### config.mk
export PLATFORM = sky130hd
export DESIGN_NAME = rob_commit_stage
export DESIGN_NICKNAME = d
export VERILOG_FILES = /design/src/rtl/rob_commit_pkg.sv /design/src/rtl/mem_lane_align.sv /design/src/rtl/rob_commit_stage.sv
export SDC_FILE = /design/constraint.sdc
export NUM_CORES = 1
export LEC_CHECK = 0
export ABC_CLOCK_PERIOD_IN_PS = 13400
export BUFFER_PORTS_ARGS = -buffer_cell sky130_fd_sc_hd__clkbuf_2
export CELL_PAD_IN_SITES_DETAIL_PLACEMENT = 0
export CELL_PAD_IN_SITES_GLOBAL_PLACEMENT = 1
export CORE_MARGIN = 5
export CORE_UTILIZATION = 42
export DETAILED_ROUTE_END_ITERATION = 8
export GPL_ROUTABILITY_DRIVEN = 0
export GPL_TIMING_DRIVEN = 0
export PLACE_DENSITY = 0.82
export SLEW_MARGIN = 20
export SYNTH_ARGS = -nofsm -noshare
export SYNTH_HDL_FRONTEND = slang
export SYNTH_HIERARCHICAL = 1
export SYNTH_SLANG_ARGS = --single-unit
### constraint.sdc
create_clock -name clk -period 13.4 [get_ports clk]
set_input_delay 1.34 -clock clk [delete_from_list [all_inputs] [get_ports clk]]
set_output_delay 1.34 -clock clk [all_outputs]
set_load 0.005 [all_outputs]
### src/rtl/rob_commit_pkg.sv
// rob_commit_pkg: shared states and field encodings for the commit stage
package rob_commit_pkg;
  typedef enum logic [1:0] {S_IDLE, S_REQ, S_WB} state_t;
  localparam logic [2:0] LOAD_NONE = 3'd0, LOAD_LB = 3'd1, LOAD_LH = 3'd2, LOAD_LW = 3'd3, LOAD_LBU = 3'd4, LOAD_LHU = 3'd5;
  localparam logic [1:0] STORE_NONE = 2'd0, STORE_SB = 2'd1, STORE_SH = 2'd2, STORE_SW = 2'd3;
  localparam logic [1:0] RES_EX = 2'd0, RES_MEM = 2'd1, RES_PC = 2'd2;
  function automatic logic is_load(input logic [2:0] l);
    return l != LOAD_NONE && l <= LOAD_LHU;
  endfunction
endpackage

### src/rtl/mem_lane_align.sv
// mem_lane_align: store lane enables/replication and load extraction/extension
module mem_lane_align
  import rob_commit_pkg::*;
(
  input  logic [1:0]  addr,
  input  logic [1:0]  store,
  input  logic [31:0] wd,
  input  logic [2:0]  load,
  input  logic [31:0] rdata,
  output logic [3:0]  be,
  output logic [31:0] wdata,
  output logic [31:0] ldata
);
  logic [31:0] sh;
  logic [7:0]  b;
  logic [15:0] h;
  // lanes follow the low address bits; halfwords use only addr[1], so addr[0] is masked
  always_comb begin
    be = store == STORE_SB ? 4'b0001 << addr : store == STORE_SH ? 4'b0011 << {addr[1], 1'b0} : 4'b1111;
    wdata = store == STORE_SB ? {4{wd[7:0]}} : store == STORE_SH ? {2{wd[15:0]}} : wd;
    sh = rdata >> {addr, 3'b000};
    b = sh[7:0];
    h = addr[1] ? rdata[31:16] : rdata[15:0];
    ldata = load == LOAD_LB  ? {{24{b[7]}}, b} :
            load == LOAD_LH  ? {{16{h[15]}}, h} :
            load == LOAD_LW  ? rdata :
            load == LOAD_LBU ? {24'd0, b} :
            load == LOAD_LHU ? {16'd0, h} : 32'd0;
  end
endmodule

### src/rtl/rob_commit_stage.sv
// rob_commit_stage: in-order commit with data-memory access and writeback; ROB_COMMIT_MISALIGN_CHK_EN enables misalignment trapping
module rob_commit_stage
  import rob_commit_pkg::*;
#(
  parameter int WAIT_MAX = 15
) (
  input  logic        clk,
  input  logic        rst,
  input  logic        valid,
  input  logic        regWriteR,
  input  logic        memWriteR,
  input  logic [1:0]  resultSrcR,
  input  logic [2:0]  loadR,
  input  logic [1:0]  storeR,
  input  logic [4:0]  r_WAR,
  input  logic [31:0] EX_resultR,
  input  logic [31:0] mem_WDR,
  input  logic [31:0] PC_plus4R,
  output logic        pop,
  output logic        busy,
  output logic        dmem_req,
  output logic        dmem_we,
  output logic [31:0] dmem_addr,
  output logic [3:0]  dmem_be,
  output logic [31:0] dmem_wdata,
  input  logic        dmem_ack,
  input  logic [31:0] dmem_rdata,
  output logic        rf_we,
  output logic [4:0]  rf_wa,
  output logic [31:0] rf_wd,
  output logic        mem_err,
  output logic        misalign
);
  state_t state, state_n;
  logic [7:0] cnt;
  logic reg_write, supp, mis_q, timeout, head_st, head_ld, mis_head;
  logic [1:0] res_src, store_q;
  logic [2:0] load_q;
  logic [4:0] wa;
  logic [31:0] ex_res, wd, pc4, ld_data, ld_val, wd_a, res;
  logic [3:0] be_a;
  assign head_st = memWriteR && storeR != STORE_NONE;
  assign head_ld = is_load(loadR);
`ifdef ROB_COMMIT_MISALIGN_CHK_EN
  assign mis_head = head_st ? (storeR == STORE_SH && EX_resultR[0]) || (storeR == STORE_SW && |EX_resultR[1:0])
                            : ((loadR == LOAD_LH || loadR == LOAD_LHU) && EX_resultR[0]) || (loadR == LOAD_LW && |EX_resultR[1:0]);
  assign misalign = mis_q;
`else
  assign mis_head = 1'b0;
  assign misalign = 1'b0;
`endif
  mem_lane_align u_align (
    .addr(ex_res[1:0]), .store(store_q), .wd(wd), .load(load_q), .rdata(dmem_rdata),
    .be(be_a), .wdata(wd_a), .ldata(ld_val)
  );
  assign timeout = state == S_REQ && !dmem_ack && cnt == 8'(WAIT_MAX - 1);
  // next state and all outputs; memory and regfile ports read 0 outside their active state
  always_comb begin
    state_n = state;
    case (state)
      S_IDLE:  state_n = valid ? ((head_st || head_ld) && !mis_head ? S_REQ : S_WB) : S_IDLE;
      S_REQ:   state_n = dmem_ack || timeout ? S_WB : S_REQ;
      default: state_n = S_IDLE;
    endcase
    busy = state != S_IDLE;
    dmem_req = state == S_REQ;
    dmem_we = dmem_req && store_q != STORE_NONE;
    dmem_addr = dmem_req ? {ex_res[31:2], 2'b00} : 32'd0;
    dmem_be = dmem_req ? be_a : 4'd0;
    dmem_wdata = dmem_we ? wd_a : 32'd0;
    pop = state == S_WB;
    res = res_src == RES_MEM ? ld_data : res_src == RES_PC ? pc4 : ex_res;
    rf_we = pop && (reg_write || load_q != LOAD_NONE) && wa != 5'd0 && !supp;
    rf_wa = pop ? wa : 5'd0;
    rf_wd = pop ? res : 32'd0;
  end
  // state, wait counter, latched head entry, load capture and sticky flags
  always_ff @(posedge clk or posedge rst) begin
    if (rst) begin
      state <= S_IDLE;
      cnt <= '0;
      reg_write <= 1'b0;
      res_src <= '0;
      load_q <= '0;
      store_q <= '0;
      wa <= '0;
      ex_res <= '0;
      wd <= '0;
      pc4 <= '0;
      ld_data <= '0;
      supp <= 1'b0;
      mis_q <= 1'b0;
      mem_err <= 1'b0;
    end else begin
      state <= state_n;
      cnt <= state == S_REQ && !dmem_ack && !timeout ? cnt + 8'd1 : 8'd0;
      if (state == S_IDLE && valid) begin
        reg_write <= regWriteR;
        res_src <= resultSrcR;
        store_q <= head_st ? storeR : STORE_NONE;
        load_q <= head_st || !head_ld ? LOAD_NONE : loadR;
        wa <= r_WAR;
        ex_res <= EX_resultR;
        wd <= mem_WDR;
        pc4 <= PC_plus4R;
        supp <= mis_head;
        mis_q <= mis_q | mis_head;
      end
      if (state == S_REQ && dmem_ack) ld_data <= ld_val;
      if (timeout) begin
        mem_err <= 1'b1;
        supp <= 1'b1;
      end
    end
  end
endmodule
== Yosys cells after proc, flatten, opt, wreduce, memory -nomap -nowiden ==
Cells that the tools add are included.
Widths: inputs -> output; s select.

* Flip-flop bits (word level): 153
* Bits in latches: 0
* Memory bits (writable): 0
* ROM bits: 0
* Input bits: 146
* Output and inout port bits: 112
* Logic and storage cells: 83
* Memories: 0

* $add $sub $neg: 1
* Multiply operators: 0
* Div/mod/pow operators: 0
* $lt $le $gt $ge: 1
* Equality and inequality tests: 12
* Shift operators: 3
* Mux-type cells: 26
* Bitwise operators: 0
* Reductions and logical operators: 27

{| class="wikitable"
|+ Operators by type and width
! kind !! number
|-
| $mux 32 || 11
|-
| $mux 16 || 2
|-
| $shr 32x5->8 || 1
|-
| $mux 4 || 3
|-
| $logic_and 1x1->1 || 11
|-
| $add 8x1->8 const B || 1
|-
| $eq 8x4->1 const B || 1
|-
| $mux 2 || 4
|-
| $mux 8 || 1
|-
| $reduce_bool 2->1 || 4
|-
| $eq 2x1->1 const B || 3
|-
| $eq 2x2->1 const B || 3
|-
| $eq 3x2->1 const B || 2
|-
| $eq 3x3->1 const B || 2
|-
| $reduce_bool 3->1 || 2
|-
| $mux 5 || 1
|-
| $reduce_bool 5->1 || 1
|-
| $logic_not 1->1 || 4
|-
| $logic_or 1x1->1 || 4
|-
| $pmux 2 s2 || 1
|-
| $shl 1x2->4 const A || 1
|-
| $shl 2x2->4 const A || 1
|-
| $eq 3x1->1 const B || 1
|-
| $le 3x3->1 const B || 1
|-
| other kinds (3) || 4
|}

== Logic depth before layout (Yosys ltp) ==
Gate-level depths: netlist (run 1).

* Word-level depth: 6
* Gate-level depth with buffers: 7
* Gate-level depth less buffers: 5

== Hierarchy ==
Netlist (run 1), hierarchy kept.

{| class="wikitable"
|+ Modules (own cells, without submodules)
! module !! instances !! cells each !! area an instance (um^2) !! seq. area each (um^2)
|-
| rob_commit_stage || 1 || 823 || 7,522.2 || 3,828.7
|-
| mem_lane_align || 1 || 189 || 1,488.9 || 0.0
|}

== Least setup slack after synthesis (run 1) ==
Ideal clock, no wire load.

* Path type: reg-to-output
* From: register store_q[1]
* To: output dmem_wdata[29]
* Arrival: 1.390 ns
* Data required time: 12.060 ns
* Slack: 10.670 ns
* Cell stages (with the launch flop): 7
* Path buffers: 3
* Cells stage by stage: dfrtp_1 > buf_2 > buf_2 > buf_2 > mux2i_1 > a21oi_1 > and2_1

* Word-level cells in the longest chain between the ends: 4
* Elaborated cells on any way between the ends: 7
* Those cells by class: 2 x eq/ne; 3 x mux; 2 x reduce/logical

{| class="wikitable"
|+ Ends and longest elaborated chain
! element !! line !! source
|-
| start, declared || rob_commit_stage.sv:37 || <nowiki>logic [1:0] res_src, store_q;</nowiki>
|-
| start signal, assigned || rob_commit_stage.sv:100 || <nowiki>store_q <= head_st ? storeR : STORE_NONE;</nowiki>
|-
| $eq 2x2->1 || mem_lane_align.sv:20 || <nowiki>wdata = store == STORE_SB ? {4{wd[7:0]}} : store == STORE_SH ? {2{wd[15:0]}} : wd;</nowiki>
|-
| $mux 32 || mem_lane_align.sv:20 ||
|-
| $mux 32 (*) || mem_lane_align.sv:20 ||
|-
| net wd_a[29] || rob_commit_stage.sv:40 || <nowiki>logic [31:0] ex_res, wd, pc4, ld_data, ld_val, wd_a, res;</nowiki>
|-
| $mux 32 (*) || rob_commit_stage.sv:70 || <nowiki>dmem_wdata = dmem_we ? wd_a : 32'd0;</nowiki>
|-
| end, declared || rob_commit_stage.sv:25 || <nowiki>output logic [31:0] dmem_wdata,</nowiki>
|}

The timed path passes the listed nets; every way through them passes the cells marked *.

== Worst setup path in the final report (run 1) ==
* From: register res_src[0]
* To: output rf_wd[4]

* Word-level cells in the longest chain between the ends: 4
* Elaborated cells on any way between the ends: 5
* Those cells by class: 2 x eq/ne; 3 x mux

{| class="wikitable"
|+ Ends and longest elaborated chain
! element !! line !! source
|-
| start, declared || rob_commit_stage.sv:37 ||
|-
| start signal, assigned || rob_commit_stage.sv:99 || <nowiki>res_src <= resultSrcR;</nowiki>
|-
| $eq 2x2->1 || rob_commit_stage.sv:72 || <nowiki>res = res_src == RES_MEM ? ld_data : res_src == RES_PC ? pc4 : ex_res;</nowiki>
|-
| $mux 32 || rob_commit_stage.sv:72 ||
|-
| $mux 32 (*) || rob_commit_stage.sv:72 ||
|-
| $mux 32 (*) || rob_commit_stage.sv:75 || <nowiki>rf_wd = pop ? res : 32'd0;</nowiki>
|-
| end, declared || rob_commit_stage.sv:30 || <nowiki>output logic [31:0] rf_wd,</nowiki>
|}

Every way passes the cells marked *; elsewhere a longest branch is shown, timed or not.

==> results of run 1 <==
registers in the layout, indices dropped and copies added, names as in the netlist:
name       cells
wa             5
supp           1
res_src        2
pc4           32
reg_write      1
store_q        2
mem_err        1
state          2
wd            32
cnt            8
ld_data       32
ex_res        32
load_q         3
metal layers:
| layer | wire length [µm] | vias up | share of wire (%) |
|---|---|---|---|
| met4 | 629 | 0 | 2.2 |
| li1 | - | 3959 | - |
| met5 | 0 | - | 0 |
| met2 | 13200 | 295 | 46 |
| met3 | 2070 | 38 | 7.2 |
| met1 | 13000 | 3928 | 45 |
cell families (layout without fill, tap and decap cells):
group	count (synthesis)	after routing	share of synthesized area, %
DFF	153	153	42.5
buffers and inverters	95	382	5.55
other	1	4	0.0416
muxes	107	107	13.6
and+or+nand+nor	509	509	26.0
adders and majority gates	2	2	0.278
AOI/OAI and AO/OA	139	139	11.4
xor gates and xnor gates	6	6	0.583
cell usage after synthesis, types with 2 or more instances:
cell type	number	area, µm²
nor3b_1	4	30.0
ha_1	2	25.0
nand2b_1	3	18.8
mux2i_1	55	551
a32o_1	2	20.0
xor2_1	4	35.0
a221o_1	16	160
a211oi_1	72	541
nand3_1	6	30.0
buf_2	33	165
or3_1	5	31.3
nand4b_1	3	26.3
buf_6	4	45.0
mux4_2	8	180
mux2_2	44	495
dfrtp_1	153	3830
o21ai_1	4	20.0
inv_1	6	22.5
o21ai_0	16	80.1
and3b_1	7	61.3
xnor2_1	2	17.5
and2_1	71	444
a22o_1	3	26.3
nor4_1	2	12.5
a21oi_1	14	70.1
o21ai_2	2	17.5
clkbuf_1	31	116
nor2b_1	42	263
nor2_1	10	37.5
o21a_1	3	22.5
buf_4	19	143
nand2_1	345	1290
worst min-delay path by stage:
stage,end,start,slack [ns],cells past startpoint
floorplan,wd[16],wd[16],0.45,2
global placement,mem_err,mem_err,0.44,1
detailed placement,mem_err,mem_err,0.46,1
CTS,pc4[8],pc4[8],0.48,2
global route,wd[16],wd[16],0.50,2
finish,mem_err,mem_err,0.47,1
layout make-up:
class / instances / area (µm²)
well taps: 275 / 344
clock buffers: 22 / 454
clock inverters: 10 / 95.1
fillers: 2069 / 9870
plain buffers: 89 / 478
flip-flops and latches: 153 / 3830
multi-input cells: 766 / 4690
diodes: 1 / 2.50
inverters: 6 / 30.0
repair buffers: 255 / 1300
power by group:
part | internal, mW | leakage (nW) | switching [mW]
logic | 0.442 | 3.64 | 0.530
clock network | 0.261 | 0.253 | 0.199
registers | 0.644 | 1.94 | 0.154
total | 1.35 | 5.84 | 0.883
worst reg2reg max path: cells and delay by family, from the launching register on:
kind	cells	cell delay, ns
AO/OA/AOI/OAI	1	0.29
buffers and inverters	1	0.45
flip-flops	1	0.48
multiplexers	2	0.65
AND/OR/NAND/NOR	1	0.19
==> results.cfg, run 1 <==
[power]
p_per_area_nw_per_um2 = 199
leakage_nw = 5.84
power_mw = 2.23
peakVddDrop_uv = 99.4

[logic_synthesis]
synth_ff_type = dfrtp_1
synth_edf_count = 0
avgSynthCellArea_um2 = 8.90
ys_seq_area_share_pct = 42.5
syn_inst = 1012
synth.ff_latch_count = 153
yosys_warnings = 6
synth_area_um2 = 9010
yosys.cell_types.count = 53
async_reset_ff_share_pct = 100

[cts]
clockBufferDepth = 2
cts_buffers = 17
postCtsHoldBufs = 0
cts_tree = done
cts-root-buf = clkbuf_16
clk_latency_ns = 0.43
cts_resized = 0
cts_setup_buffers = 0
cts.sinks = 153
path_clk_slew_ns = 0.06
htree_levels = 4

[grt]
met1_usage_pct = 33.1
antenna_found_initial = 1
first_global_vias = 7860
grt_pass1_wl_um = 44500
grt.met3_usage_pct = 4.51
busiest_layer = met2
grt_max_degree = 95
grt_util_met2_pct = 36.1
overflow = 0
gr-usage-all-layers_pct = 23.3

[timing]
setup_viol = 0
setup-tns-final_ns = 0
period_share_pct = 27.8
max_freq_mhz = 269
worst_slew_margin_rel_pct = 45.0
period_needed_ns = 3.72
rsz0062_at_grt = no
finalClockSkew_ns = 0.0108
timing.final.ws_setup_ns = 9.68
final_hold_viol_count = 0
slew_violations = 0
holdWs_ns = 0.470
worstMarginPinSlew_ns = 0.819

[route]
drt_first_pass_iters = 4
vias = 8220
drt_wl_total_um = 28900
drc = 0
vias_per_cell = 5.21
wl_per_cell_um = 18.3
dr.first_iter.drc_count = 556
ant_nets = 0

[min_path]
hold_path.class = reg2reg

[worst_setup_path]
r2r_cells = 5
crit_start = res_src[0]
crit_path_max_incr_delay_ns = 0.50
cp_cell_sequence = clkbuf_1 > clkbuf_1 > a211oi_1 > a211oi_1 > clkbuf_2
crit_arrival_ns = 2.38
critPathKind = reg2out
crit_family = buffers and inverters
crit_end = rf_wd[4]
timing.rr.end = ld_data[5]
r2r_start = ex_res[1]
worstSetupStartpointType = flop
crit_fanout = 10
timing.reg2reg.setup_slack_ns = 11.22
worst_path_max_delay_cell = clkbuf_1
cp-end-kind = output port
cp.depth = 5
cp.required_ns = 12.06
crit_buf_inv = 3

[floorplanning]
io_pins = 258
rows = 53
die_y_um = 156
die_area_um2 = 24500
initial_core_util_pct = 42.7
die_w_um = 156
core-area_um2 = 21100

[layout]
final_common_cell = nand2_1
postLayoutCoreUtil_pct = 53.2
layout_common_cells = 345 x nand2_1, 255 x clkbuf_2, 153 x dfrtp_1
fin_cells = 1577
fin_area_um2 = 11200
drive_gt1_share_pct = 30.9
layout.nets = 1436
area_growth_pct = 24.5

[placement]
placed_cells = 1544
post-place-ws_ns = 10.14
hpwl_um = 22000
placed_area_um2 = 10700
placement.io_buffers = 254

[run]
cap_viol_max_count = 0

[status]
status = finished clean
Note: power is estimated with default switching activity, not from simulation.
==> run 2, diff against run 1 <==
ABC_AREA = 1   (was not set)
ABC_CLOCK_PERIOD_IN_PS = 3750   (was 13400)
CORE_UTILIZATION = 37   (was 42)
PLACE_DENSITY = 0.78   (was 0.82)
clock period = 3.75 ns   (was 13.4 ns; I/O delays follow)
==> run 2 against run 1 <==
Setup slack got worse by 8.5 ns. Synthesized cell count is 35% higher. Critical path depth increased by 5. Sequential cell count stayed put. Cell area is 2.1% higher. Clock-buffer cell count decreased by 2. Highest routed layer unchanged. Power increased to 3.5 times the previous value.
==> results.cfg, run 2 <==
[cts]
clk_latency_ns = 0.43
cts.sinks = 153
clockBufferDepth = 2
cts-root-buf = clkbuf_16
cts_tree = done
cts_buffers = 17
cts_setup_buffers = 0
htree_levels = 4
path_clk_slew_ns = 0.06
cts_resized = 0
postCtsHoldBufs = 1

[placement]
placement.io_buffers = 253
placed_cells = 1946
hpwl_um = 25100
post-place-ws_ns = 1.61
placed_area_um2 = 10800

[worst_setup_path]
timing.reg2reg.setup_slack_ns = 1.73
crit_arrival_ns = 2.23
worstSetupStartpointType = flop
cp_cell_sequence = inv_1 > nand2_1 > nand2_2 > inv_1 > buf_2 > nand2_1 > o211ai_1 > inv_1 > nor2_1 > clkbuf_2
crit_path_max_incr_delay_ns = 0.40
worst_path_max_delay_cell = dfrtp_1
path_common_cell = inv_1
crit_fanout = 10
cp.required_ns = 3.38
cp-end-kind = output port
critPathKind = reg2out

[timing]
rsz0062_at_grt = no
worstMarginPinSlew_ns = 0.612
slew_violations = 0
period_share_pct = 69.5
period_needed_ns = 2.61
max_freq_mhz = 384
setup-tns-final_ns = 0
final_hold_viol_count = 0
worst_slew_margin_rel_pct = 59.0
setup_viol = 0
timing.final.ws_setup_ns = 1.14
finalClockSkew_ns = 0.0208

[floorplanning]
die_w_um = 166
io_pins = 258
core-area_um2 = 24200
die_area_um2 = 27700
die_y_um = 166
initial_core_util_pct = 37.4
rows = 57

[power]
p_switching_mw = 3.37
p_per_area_nw_per_um2 = 691
p_seq_share_pct = 34.1
pwr-share-clk_pct = 22.0
peakVddDrop_uv = 310
p_int_mw = 4.54
leakage_nw = 6.75
combPwrFrac_pct = 43.8
swShare_pct = 42.6

[logic_synthesis]
ys_seq_area_share_pct = 42.3
yosys.cell_types.count = 32
synth_area_leaders = dfrtp_1 42%, nand2_1 23%, nand3_1 7.6%
synth_area_um2 = 9060
synth_top_area_share_pct = 42.3
synth.ff_latch_count = 153
yosys_warnings = 6
avgSynthCellArea_um2 = 6.65
synth_edf_count = 0
syn_inst = 1362
synth_ff_type = dfrtp_1
yosysMostFrequentCell = nand2_1
synthTopCellsByCount = 549 x nand2_1, 155 x inv_1, 153 x dfrtp_1, 138 x nand3_1, 108 x nor2_1
yosys.area.top_type = dfrtp_1
async_reset_ff_share_pct = 100

[grt]
grt_max_degree = 33
first_global_vias = 8913
antenna_found_initial = 0
grt_pass1_wl_um = 49400
overflow = 0
gr-usage-all-layers_pct = 22.2

[layout]
fin_cells = 1979
drive_gt1_share_pct = 24.0
fin_area_um2 = 11500
layout_common_cells = 549 x nand2_1, 253 x clkbuf_2, 154 x inv_1
antenna_cells = 0
fillCellCount = 2634
final_common_cell = nand2_1
area_growth_pct = 26.5
layout.nets = 1790

[route]
ant_nets = 0
drt_first_pass_iters = 7
vias_per_cell = 4.68
dr.first_iter.drc_count = 781
vias = 9258
drc = 0
drt_wl_total_um = 31300
wl_per_cell_um = 15.8

[status]
status = finished clean

[run]
cap_viol_max_count = 0

[min_path]
hold_path.class = in2reg
run 2: changes by cell type in the layout (fill, tap and decap cells not counted), sizes merged, moves of 44 or more:
cell,previous run,this run
nand2,345,553
inv,8,166
nand3,6,140
nor2,10,111
a211oi,72,0
and2,71,0
mux2i,55,0
o21ai,22,72
mux2,44,0
run 2: power groups by stage:
stage	clock network (mW)	registers, mW	logic, mW
CTS	1.79	2.69	3.49
detailed placement	0	2.71	3.47
global placement	0	2.71	3.44
finish	1.75	2.70	3.47
global route	1.86	2.77	3.95
floorplan	0	2.56	2.37
run 2: cell families after synthesis:
kind of cell               synth area share [%]
AOI/OAI and AO/OA                          6.81
other                                    0.0414
and+or+nand+nor                            38.5
adders and majority gates                 0.276
DFF                                        42.3
buffers and inverters                      11.9
xor gates and xnor gates                  0.193
run 2: cell type report:
class | instances | area, µm² | share of cell area [%]
multi-input combinational | 962 | 4160 | 36.3
sequential | 153 | 3830 | 33.4
clock inverter | 12 | 141 | 1.23
timing repair buffer | 259 | 1380 | 12.1
inverter | 166 | 627 | 5.47
tap | 324 | 405 | 3.54
clock buffer | 20 | 457 | 3.99
buffer | 83 | 454 | 3.96
run 2: path summary, 6_finish.rpt:
path	start	endpoint	depth (start not counted)
worst max register to register	ex_res[1]	ld_data[5]	9
max in group asynchronous	rst	ld_data[23]	5
worst min-delay path	mem_WDR[4]	wd[4]	3
min in group asynchronous	rst	wd[22]	3
worst min register to register	ld_data[13]	ld_data[13]	2
worst max-delay path	store_q[1]	dmem_wdata[29]	10
run 2: per-stage QoR:
step / utilization (%) / hold slack, ns / total power, mW
3_3_place_gp: 44.3 / 0.448 / 6.15
3_5_place_dp: 44.7 / 0.451 / 6.19
5_1_grt: 47.2 / 0.141 / 8.58
6_report: 47.2 / 0.150 / 7.92
2_1_floorplan: - / 0.434 / 4.93
4_1_cts: 47.2 / 0.132 / 7.97
run 2: routing by layer:
metal  part of all wire, %  track usage (%)  up-vias
met5                     0                0        -
met1                    49             33.0     4249
li1                      -                -     4723
met3                   5.5             4.08       18
met4                  0.89             3.88        0
met2                    45             34.4      268
run 2: critical path: cells and delay by family, from the launching register on:
family	cells	cell delay (ns)
buffers and inverters	5	0.77
flip-flops	1	0.40
AND/OR/NAND/NOR	4	0.55
AO/OA/AOI/OAI	1	0.10
